$ cat src/rtl/l0_loader_pkg.sv
// Shared definitions for the activation-SRAM to L0 loader: FSM encoding
// and default geometry of the SRAM word.
package l0_loader_pkg;

    localparam int DEF_COL     = 8;
    localparam int DEF_BW      = 4;
    localparam int DEF_ADDR_BW = 11;
    localparam int DEF_WORD_BW = DEF_BW * DEF_COL;

    typedef enum logic [1:0] {
        IDLE  = 2'd0,
        RUN   = 2'd1,
        DRAIN = 2'd2
    } state_t;

endpackage

$ cat src/rtl/l0_loader_skid_buf2.sv
// Two-entry FIFO that soaks up SRAM words returning after their one-cycle
// read latency, so L0 back-pressure never drops a word already in flight.
module skid_buf2
    import l0_loader_pkg::*;
#(
    parameter int width = DEF_WORD_BW
) (
    input  logic             clk,
    input  logic             reset,
    input  logic             push,
    input  logic             pop,
    input  logic [width-1:0] din,
    output logic [width-1:0] head,
    output logic [1:0]       occ
);

    logic [width-1:0] mem [2];
    logic             wr_ptr;
    logic             rd_ptr;
    logic             do_push;
    logic             do_pop;

    // A push into a full buffer is only legal when the head leaves in the same cycle.
    assign do_pop  = pop && (occ != 2'd0);
    assign do_push = push && ((occ != 2'd2) || do_pop);
    assign head    = mem[rd_ptr];

    always_ff @(posedge clk or posedge reset) begin
        if (reset) begin
            mem[0] <= '0;
            mem[1] <= '0;
            wr_ptr <= 1'b0;
            rd_ptr <= 1'b0;
            occ    <= 2'd0;
        end else begin
            if (do_push) begin
                mem[wr_ptr] <= din;
                wr_ptr      <= ~wr_ptr;
            end
            if (do_pop) begin
                rd_ptr <= ~rd_ptr;
            end
            case ({do_push, do_pop})
                2'b10:   occ <= occ + 2'd1;
                2'b01:   occ <= occ - 2'd1;
                default: occ <= occ;
            endcase
        end
    end

endmodule

$ cat src/rtl/l0_loader.sv
// Read-side DMA: streams num_rows words from the activation SRAM starting at
// base_addr into the L0 input buffer, honouring L0 back-pressure.
module l0_loader
    import l0_loader_pkg::*;
#(
    parameter int col     = DEF_COL,
    parameter int bw      = DEF_BW,
    parameter int addr_bw = DEF_ADDR_BW
) (
    input  logic               clk,
    input  logic               reset,
    input  logic               start,
    input  logic [addr_bw-1:0] base_addr,
    input  logic [addr_bw-1:0] num_rows,
    output logic               busy,
    output logic               done,
    output logic               sram_cen,
    output logic               sram_wen,
    output logic [addr_bw-1:0] sram_addr,
    input  logic [bw*col-1:0]  sram_q,
    output logic               l0_wr,
    output logic [bw*col-1:0]  l0_in,
    input  logic               l0_ready
);

    state_t             state;
    state_t             state_next;
    logic [addr_bw-1:0] base_q;
    logic [addr_bw-1:0] rows_q;
    logic [addr_bw-1:0] issued;
    logic [addr_bw-1:0] issued_inc;
    logic               inflight;
    logic               done_q;
    logic               done_set;
    logic               issue;
    logic               pop;
    logic               accept;
    logic               drain_empty;
    logic [1:0]         occ;
    logic [bw*col-1:0]  head;

    skid_buf2 #(
        .width (bw * col)
    ) u_skid (
        .clk   (clk),
        .reset (reset),
        .push  (inflight),
        .pop   (pop),
        .din   (sram_q),
        .head  (head),
        .occ   (occ)
    );

    assign pop        = (occ != 2'd0) && l0_ready;
    assign l0_wr      = pop;
    assign l0_in      = head;
    assign accept     = (state == IDLE) && start;
    assign issued_inc = issued + 1'b1;

    // Only issue when the word it returns is guaranteed a slot in the buffer.
    assign issue = (state == RUN) && (issued != rows_q) &&
                   (({1'b0, occ} + {2'b0, inflight}) < (3'd2 + {2'b0, pop}));

    // True when the buffer will be empty and nothing returns next cycle.
    assign drain_empty = ((occ + {1'b0, inflight}) == {1'b0, pop});

    assign sram_cen  = ~issue;
    assign sram_wen  = 1'b1;
    assign sram_addr = base_q + issued;
    assign busy      = (state != IDLE);
    assign done      = done_q;

    always_comb begin
        state_next = state;
        done_set   = 1'b0;
        case (state)
            IDLE: begin
                if (start) begin
                    if (num_rows == '0) begin
                        done_set = 1'b1;
                    end else begin
                        state_next = RUN;
                    end
                end
            end
            RUN: begin
                if (issue && (issued_inc == rows_q)) begin
                    state_next = DRAIN;
                end
            end
            DRAIN: begin
                if (drain_empty) begin
                    state_next = IDLE;
                    done_set   = 1'b1;
                end
            end
            default: begin
                state_next = IDLE;
            end
        endcase
    end

    always_ff @(posedge clk or posedge reset) begin
        if (reset) begin
            state    <= IDLE;
            base_q   <= '0;
            rows_q   <= '0;
            issued   <= '0;
            inflight <= 1'b0;
            done_q   <= 1'b0;
        end else begin
            state    <= state_next;
            done_q   <= done_set;
            inflight <= issue;
            if (accept) begin
                base_q <= base_addr;
                rows_q <= num_rows;
                issued <= '0;
            end else if (issue) begin
                issued <= issued_inc;
            end
        end
    end

endmodule

$ cat config.mk
export PLATFORM = sky130hd
export DESIGN_NAME = l0_loader
export DESIGN_NICKNAME = d
export VERILOG_FILES = /design/src/rtl/l0_loader_pkg.sv /design/src/rtl/l0_loader_skid_buf2.sv /design/src/rtl/l0_loader.sv
export SDC_FILE = /design/constraint.sdc
export NUM_CORES = 1
export LEC_CHECK = 0
export BUFFER_PORTS_ARGS = -buffer_cell sky130_fd_sc_hd__buf_2
export CORE_ASPECT_RATIO = 1.4
export CORE_MARGIN = 10
export CORE_UTILIZATION = 60
export DETAILED_ROUTE_END_ITERATION = 12
export MAX_ROUTING_LAYER = met4
export PLACE_DENSITY = 0.86
export SKIP_CTS_REPAIR_TIMING = 1
export SYNTH_ARGS = -nofsm -noshare
export SYNTH_HDL_FRONTEND = slang
export SYNTH_HIERARCHICAL = 1
export SYNTH_SLANG_ARGS = --single-unit
export TNS_END_PERCENT = 20
$ cat constraint.sdc
create_clock -name clk -period 5.68 [get_ports clk]
set_input_delay 0.284 -clock clk [delete_from_list [all_inputs] [get_ports clk]]
set_output_delay 0.284 -clock clk [all_outputs]
set_load 0.01 [all_outputs]
## Yosys cells after proc, flatten, opt, wreduce, memory -nomap -nowiden

Cells that the tools add are included.

- Add/subtract/negate cells: 7
- Order comparisons: 4
- Equal/unequal tests: 12
- Multiplexer cells: 18
- Bitwise logic cells: 5
- Reduce and logical (&&, ||, !) cells: 16

Operator list:

| kind | count |
|---|---|
| $mux W32 | 4 |
| $bwmux W64 | 1 |
| $demux W32 S1 | 1 |
| $mux W11 | 2 |
| $add A11 B1 Y11 const B | 1 |
| $add A11 B11 Y11 | 1 |
| $eq A11 B11 Y1 | 1 |
| $logic_not A11 Y1 | 1 |
| $ne A11 B11 Y1 | 1 |
| $logic_and A1 B1 Y1 | 8 |
| $mux W2 | 4 |
| $ne A2 B2 Y1 const B | 4 |
| $reduce_bool A2 Y1 | 4 |
| $pmux W2 S3 | 1 |
| $eq A2 B1 Y1 const B | 2 |
| $eq A2 B2 Y1 const B | 2 |
| $ge A2 B2 Y1 const B | 2 |
| $not A1 Y2 | 2 |
| $pmux W2 S2 | 1 |
| $reduce_and A4 Y1 | 1 |
| $add A2 B1 Y3 | 1 |
| $add A2 B1 Y3 const A | 1 |
| $lt A3 B3 Y1 | 1 |
| $mux W1 | 3 |
| other kinds (10) | 12 |

- Register bits: 105
- Bits of input ports: 58
- Output and inout port bits: 48
- Word-level logic and storage cells: 73

## Longest topological paths before layout

Gate-level depths: netlist of the first run.

- Depth in word-level cells: 8
- Gate-level depth with buffers: 9
- Gate-level depth less buffers: 9

## Modules after synthesis

The synthesis of the first run kept the hierarchy.

By module, submodules not included:

| module | instances | cells each | area an instance (um^2) | seq. area each (um^2) |
|---|---|---|---|---|
| skid_buf2 | 1 | 188 | 3,106.7 | 1,701.6 |
| l0_loader | 1 | 241 | 2,442.3 | 925.9 |

## Worst setup path after synthesis of the first run

OpenSTA, ideal clock, no wires.

- Path kind: register to output
- From: register issued[0]
- To: output port sram_addr[10]
- Arrival: 2.021 ns
- Required time: 5.396 ns
- Slack: 3.375 ns
- Stages on the path, launching flop included: 10
- Buffers on the path: 0
- Path through: dfrtp_1 -> ha_1 -> inv_1 -> fa_1 -> nor2b_1 -> o21ai_0 -> a21o_1 -> a31oi_1 -> nor4_1 -> nor3_1

- Cells in the longest elaborated chain, start to end: 1

Ends and longest elaborated chain:

| item | line | RTL |
|---|---|---|
| from (decl) | l0_loader.sv:30 | `logic [addr_bw-1:0] issued;` |
| from (signal assigned) | l0_loader.sv:120 | `issued <= issued_inc;` |
| $add A11 B11 Y11 | l0_loader.sv:69 | `assign sram_addr = base_q + issued;` |
| to (decl) | l0_loader.sv:19 | `output logic [addr_bw-1:0] sram_addr,` |

No other way between the ends.

## Worst setup path in the final report of the first run

Ends and elaborated chain as after synthesis.

==> results.json, run 1 <==
{
  "clockBufferDepth": 2,
  "syn_area_sq_um": 5550,
  "placedCellCount": 623,
  "synthTopCellsByArea": "dfrtp_1, mux2_2, mux2_4, xnor2_1, ha_1",
  "cp-start-kind": "flop",
  "diodes": 0,
  "yosys.area_share.adder_pct": 3.74,
  "final_cells": 639,
  "synth-compound-area-share_pct": 4.42,
  "holdCritPathClass": "in -> async",
  "yosysWarnings": 6,
  "comb_power_share_pct": 50.6,
  "syn_inst": 429,
  "critical_path.max_fanout": 7,
  "crit_path_end_kind": "output pin",
  "ir_worst_vdd_mv": 0.352,
  "port_buffers": 104,
  "cts.root.buffer_cell": "clkbuf_16",
  "core_sq_um": 9030,
  "max_freq_ghz": 0.343,
  "ys_ff_latch": 105,
  "drc_errors": 0,
  "power_mw": 4.12,
  "fp.dieW_um": 101,
  "reg2reg_from": "u_skid/occ[0]",
  "synthMuxAreaShare_pct": 25.8,
  "max_cap_violations": 0,
  "die_h_um": 134,
  "avgSynthCellArea_sq_um": 12.9,
  "grt_overflow_total": 0,
  "post-dp-hpwl_um": 8870,
  "synth_top_family_by_area": "multiplexers",
  "skew_ns": 0.00495,
  "antenna_found_initial": 0,
  "slew_headroom_pct": 35.5,
  "status": "completed",
  "postRouteWirelength_um": 12100,
  "die_area_sq_um": 13500,
  "clock-sinks": 105,
  "cts_tree": "built",
  "slew_violations": 0,
  "synth.top_cell.area_share_pct": 47.4,
  "ys_async_sr_fraction_pct": 100,
  "clock_power_share_pct": 15.6,
  "first_iter_violations": 115,
  "arrival_ns": 2.63,
  "ant_nets": 0,
  "yosys.area.top_type": "dfrtp_1",
  "p_leak_nw": 2.92,
  "finalHoldViolCount": 0,
  "first_global_vias": 4097,
  "rows": 41,
  "synth_edf_count": 0,
  "seqPwrFrac_pct": 33.8,
  "timing.final.crit_share_pct": 51.3,
  "crit_type": "reg -> out",
  "yosys.area_share.xor_xnor_pct": 6.16,
  "drive_gt1_share_pct": 45.9,
  "internal_power_mw": 2.59,
  "worstPathRequired_ns": 5.40,
  "clkTransAtPathRegs_ns": 0.07,
  "initial_core_util_pct": 61.5,
  "final_cell_area_sq_um": 6400,
  "grt_pass1_wl_um": 20500,
  "layout_min_cycle_time_ns": 2.91,
  "place.gp.congestion": 0.881,
  "synth-main-ff-cell": "dfrtp_1",
  "boundaryPins": 106,
  "firstDrtPassIters": 4,
  "p_sw_share_pct": 37.2,
  "worstMarginPinSlew_ns": 0.965,
  "p_per_area_nw_per_um2": 644,
  "synth_simple_gate_area_share_pct": 8.79,
  "cts_buffers": 9,
  "rsz0062_at_grt": "false",
  "seq_area_frac_synth_pct": 47.4,
  "clkLatencyLatePin_ns": 0.35,
  "htree_levels": 3,
  "startpoint": "issued[0]",
  "wire_per_inst_um": 19.0,
  "placed_area_sq_um": 6090,
  "area_growth_pct": 15.3,
  "syn_nets": 503,
  "synth_cell_type_count": 58,
  "num_vias": 3708,
  "grt_max_degree": 69,
  "vias_per_cell": 5.80,
  "fin_setup_tns_ns": 0,
  "finalNetCount": 601,
  "setup_viol_count_final": 0,
  "power.switching_mw": 1.54,
  "grtUsageTotal_pct": 19.1
}
power by group through the flow:
stage | registers (mW) | logic (mW) | clock network, mW
after floorplan | 1.28 | 1.65 | 0
after global placement | 1.36 | 2.05 | 0
after detailed placement | 1.40 | 2.10 | 0
after CTS | 1.39 | 2.12 | 0.654
after global routing | 1.45 | 2.28 | 0.681
final | 1.39 | 2.09 | 0.641
Yosys cell counts, types with 3 or more instances:
library cell,n
dfrtp_1,105
mux2_2,76
mux2_4,30
xnor2_1,28
nand2_1,16
ha_1,15
inv_1,13
nor2_1,13
mux2_1,11
nor3_1,11
xor2_1,11
buf_2,8
buf_6,6
nand3_1,6
o21ai_0,6
a21oi_1,5
buf_4,5
nor4_1,5
and4_1,4
a21o_1,3
a31oi_1,3
nand2b_1,3
logic make-up (layout without fill, tap and decap cells):
kind of cell,count (synthesis),in the layout
AO/OA/AOI/OAI,35,35
other,1,1
buffers and inverters,35,138
XOR/XNOR,39,39
flip-flops,105,105
multiplexers,117,117
AND/OR/NAND/NOR,81,81
adder cells (fa/ha/maj),16,16
state kept, by name, summed over array words and instances, names as in the netlist:
register and count:
u_skid/wr_ptr 1, u_skid/occ 2, u_skid/mem 64, base_q 11, u_skid/rd_ptr 1, issued 11, state 2, rows_q 11
done 1, inflight 1
per-layer routing:
metal	wire (um)	up-vias	part of all wire [%]	GRT usage, %
li1	-	1723	-	-
met1	4850	1860	40	20.8
met2	6440	99	53	33.1
met3	517	26	4.3	3.80
met4	307	0	2.5	7.53
met5	0	-	0	-
cells in the final DEF (no fill, tap or decap), types with 2 or more instances in the layout:
cell         n
a21o_1       3
a21oi_1      5
a31oi_1      3
and4_1       4
buf_2      104
buf_4        5
clkbuf_16    9
dfrtp_1    105
ha_1        15
inv_1       12
inv_6        2
mux2_1      11
mux2_2      76
mux2_4      30
nand2_1     16
nand2b_1     3
nand3_1      6
nand3b_1     2
nand4_1      2
nor2_1      13
nor2_4       2
nor3_1      11
nor3b_1      2
nor3b_4      2
nor4_1       5
o211ai_1     2
o21a_1       2
o21ai_0      6
o21ai_1      2
or3_1        2
xnor2_1     28
xor2_1      11
worst max-delay path, stage by stage, from the launching register on:
cell and delay [ns]:
dfrtp_1 0.48, ha_1 0.21, inv_1 0.05, fa_1 0.40
nor2b_1 0.12, o21ai_0 0.10, a21o_1 0.21, a31oi_1 0.26
and4_1 0.25, nor3_1 0.05, buf_2 0.15
cell type report:
cell class / count / area, sq um
inverter: 13 / 48.8
tap: 107 / 134
timing repair buffer: 109 / 558
fill: 628 / 2630
multi-input combinational: 289 / 2720
clock inverter: 6 / 71.3
sequential: 105 / 2630
clock buffer: 10 / 239
through the flow:
step	utilization, %	hold WS [ns]	worst slack [ns]
2_1_floorplan	-	0.401	3.38
3_3_place_gp	67.4	0.424	3.21
3_5_place_dp	67.4	0.439	3.16
4_1_cts	70.9	0.0671	2.77
5_1_grt	70.9	0.102	2.56
6_report	70.9	0.0574	2.77
worst paths after layout:
path / end / slack (ns) / cells past startpoint
worst max-delay path: sram_addr[10] / 2.77 / 10
worst min-delay path: base_q[10] / 0.06 / 3
worst max register to register: state[0] / 3.30 / 7
worst min register to register: u_skid/mem[27] / 0.49 / 1
max in group asynchronous: u_skid/mem[23] / 4.93 / 3
min in group clk: base_q[1] / 0.14 / 3
Power figures use the tool's default switching activity.
==> run 2, diff against run 1 <==
- CORE_UTILIZATION: 60 -> 50
- PLACE_DENSITY: 0.86 -> 0.76
- clock period: 5.68 -> 2.4 ns (I/O delays scaled with it)
==> results.json, run 2 (synthesis results as in run 1) <==
{
  "status": "finished, violations left",
  "failed_checks": "setup timing",
  "initial_core_util_pct": 51.1,
  "die_h_um": 145,
  "die_area_sq_um": 15800,
  "setup_viol_count_final": 4,
  "largest_reg_flops": 64,
  "port_buffers": 104,
  "wire_per_inst_um": 17.6,
  "fin_setup_tns_ns": -0.144,
  "cp-start-kind": "flop",
  "grt_overflow_total": 0,
  "area_growth_pct": 19.1,
  "ir_worst_vdd_mv": 0.700,
  "drive_gt1_share_pct": 47.3,
  "slew_headroom_pct": 35.4,
  "clkLatencyLatePin_ns": 0.35,
  "final_util_pct": 60.8,
  "cts_buffers": 9,
  "arrival_ns": 2.34,
  "crit_type": "reg -> out",
  "timing.final.crit_share_pct": 103,
  "placed_area_sq_um": 6190,
  "cts.root.buffer_cell": "clkbuf_16",
  "internal_power_mw": 6.13,
  "mostFrequentLayoutCell": "buf_2",
  "holdCritPathClass": "in -> reg",
  "first_iter_violations": 126,
  "max_cap_violations": 0,
  "drc_errors": 0,
  "clock-sinks": 105,
  "grt_max_degree": 69,
  "slew_violations": 0,
  "place.gp.congestion": 0.915,
  "power_mw": 9.82,
  "first_global_vias": 4066,
  "setup_ws_ns": -0.0600,
  "final_cell_mix": "buf_2, dfrtp_1, mux2_2, mux2_4, xnor2_1",
  "skew_ns": 0.00740,
  "ant_nets": 0,
  "post-place-ws_ns": 0.158,
  "vias_per_cell": 5.42,
  "p_per_area_nw_per_um2": 1490,
  "layout_min_cycle_time_ns": 2.46,
  "max_freq_ghz": 0.406,
  "finalNetCount": 614,
  "seqPwrFrac_pct": 32.7,
  "num_vias": 3718,
  "finalHoldViolCount": 0,
  "rsz0062_at_grt": "true",
  "htree_levels": 3,
  "placedCellCount": 661,
  "final_cells": 686,
  "fp.dieW_um": 109,
  "top_register": "u_skid/mem",
  "worstPathRequired_ns": 2.28,
  "final_cell_area_sq_um": 6610,
  "antenna_found_initial": 0,
  "rows": 45,
  "fin_hold_ws_ns": 0.00641,
  "clockBufferDepth": 2,
  "diodes": 0,
  "boundaryPins": 106,
  "post-dp-hpwl_um": 8920,
  "power.switching_mw": 3.69,
  "cts_tree": "built",
  "clock_power_share_pct": 15.0,
  "grt_pass1_wl_um": 19700,
  "core_sq_um": 10900,
  "clkTransAtPathRegs_ns": 0.08,
  "p_leak_nw": 2.98,
  "worstMarginPinSlew_ns": 0.966,
  "critical_path.max_fanout": 8,
  "grtUsageTotal_pct": 16.0,
  "p_sw_share_pct": 37.6,
  "comb_power_share_pct": 52.3,
  "postRouteWirelength_um": 12100,
  "crit_path_end_kind": "output pin",
  "firstDrtPassIters": 4
}
run 2: changes by cell type in the layout (fill, tap and decap cells not counted), sizes merged:
| cell | previous run | this run |
|---|---|---|
| clkinv | 1 | 4 |
| buf | 109 | 115 |
| clkbuf | 10 | 9 |
| bufinv | 1 | 0 |
| dlygate4sd3 | 0 | 7 |
| clkinvlp | 1 | 0 |
run 2: power by group through the flow:
stage	registers, mW	clock network [mW]	logic, mW
floorplan	3.03	0	3.90
global route	3.32	1.58	5.61
detailed placement	3.24	0	5.12
finish	3.21	1.47	5.14
global placement	3.17	0	5.04
CTS	3.21	1.51	5.16
run 2: path summary, 6_finish.rpt:
check                           cells past startpoint              to  slack (ns)      startpoint
worst max-delay path                                8    sram_addr[9]       -0.06       issued[1]
worst min-delay path                                2       base_q[0]       0.006    base_addr[0]
worst max register to register                      8        state[0]        0.20       issued[0]
worst min register to register                      1  u_skid/mem[29]        0.49  u_skid/mem[29]
max in group asynchronous                           4   u_skid/mem[7]        1.24           reset
min in group asynchronous                           3        inflight        0.29           reset
run 2: worst max-delay path: stages (launching register included):
cell	delay (ns)
dfrtp_2	0.46
ha_1	0.30
a21o_1	0.19
a21oi_2	0.19
o211ai_1	0.15
a31o_2	0.26
a21oi_1	0.17
xnor2_1	0.13
buf_2	0.15
run 2: area by class of cell:
class	instances	area, sq um
fillers	880	4260
multi-input cells	289	2750
flip-flops and latches	105	2630
repair buffers	122	698
clock buffers	9	225
well taps	141	176
clock inverters	7	81.3
inverters	13	48.8
run 2: per-layer routing:
layer  share of wire [%]  GRT usage (%)  wire [um]
met5                   0              -          0
met4                 2.7           7.79        322
met3                 4.4           2.70        536
met2                  53           27.9       6440
met1                  40           17.1       4790
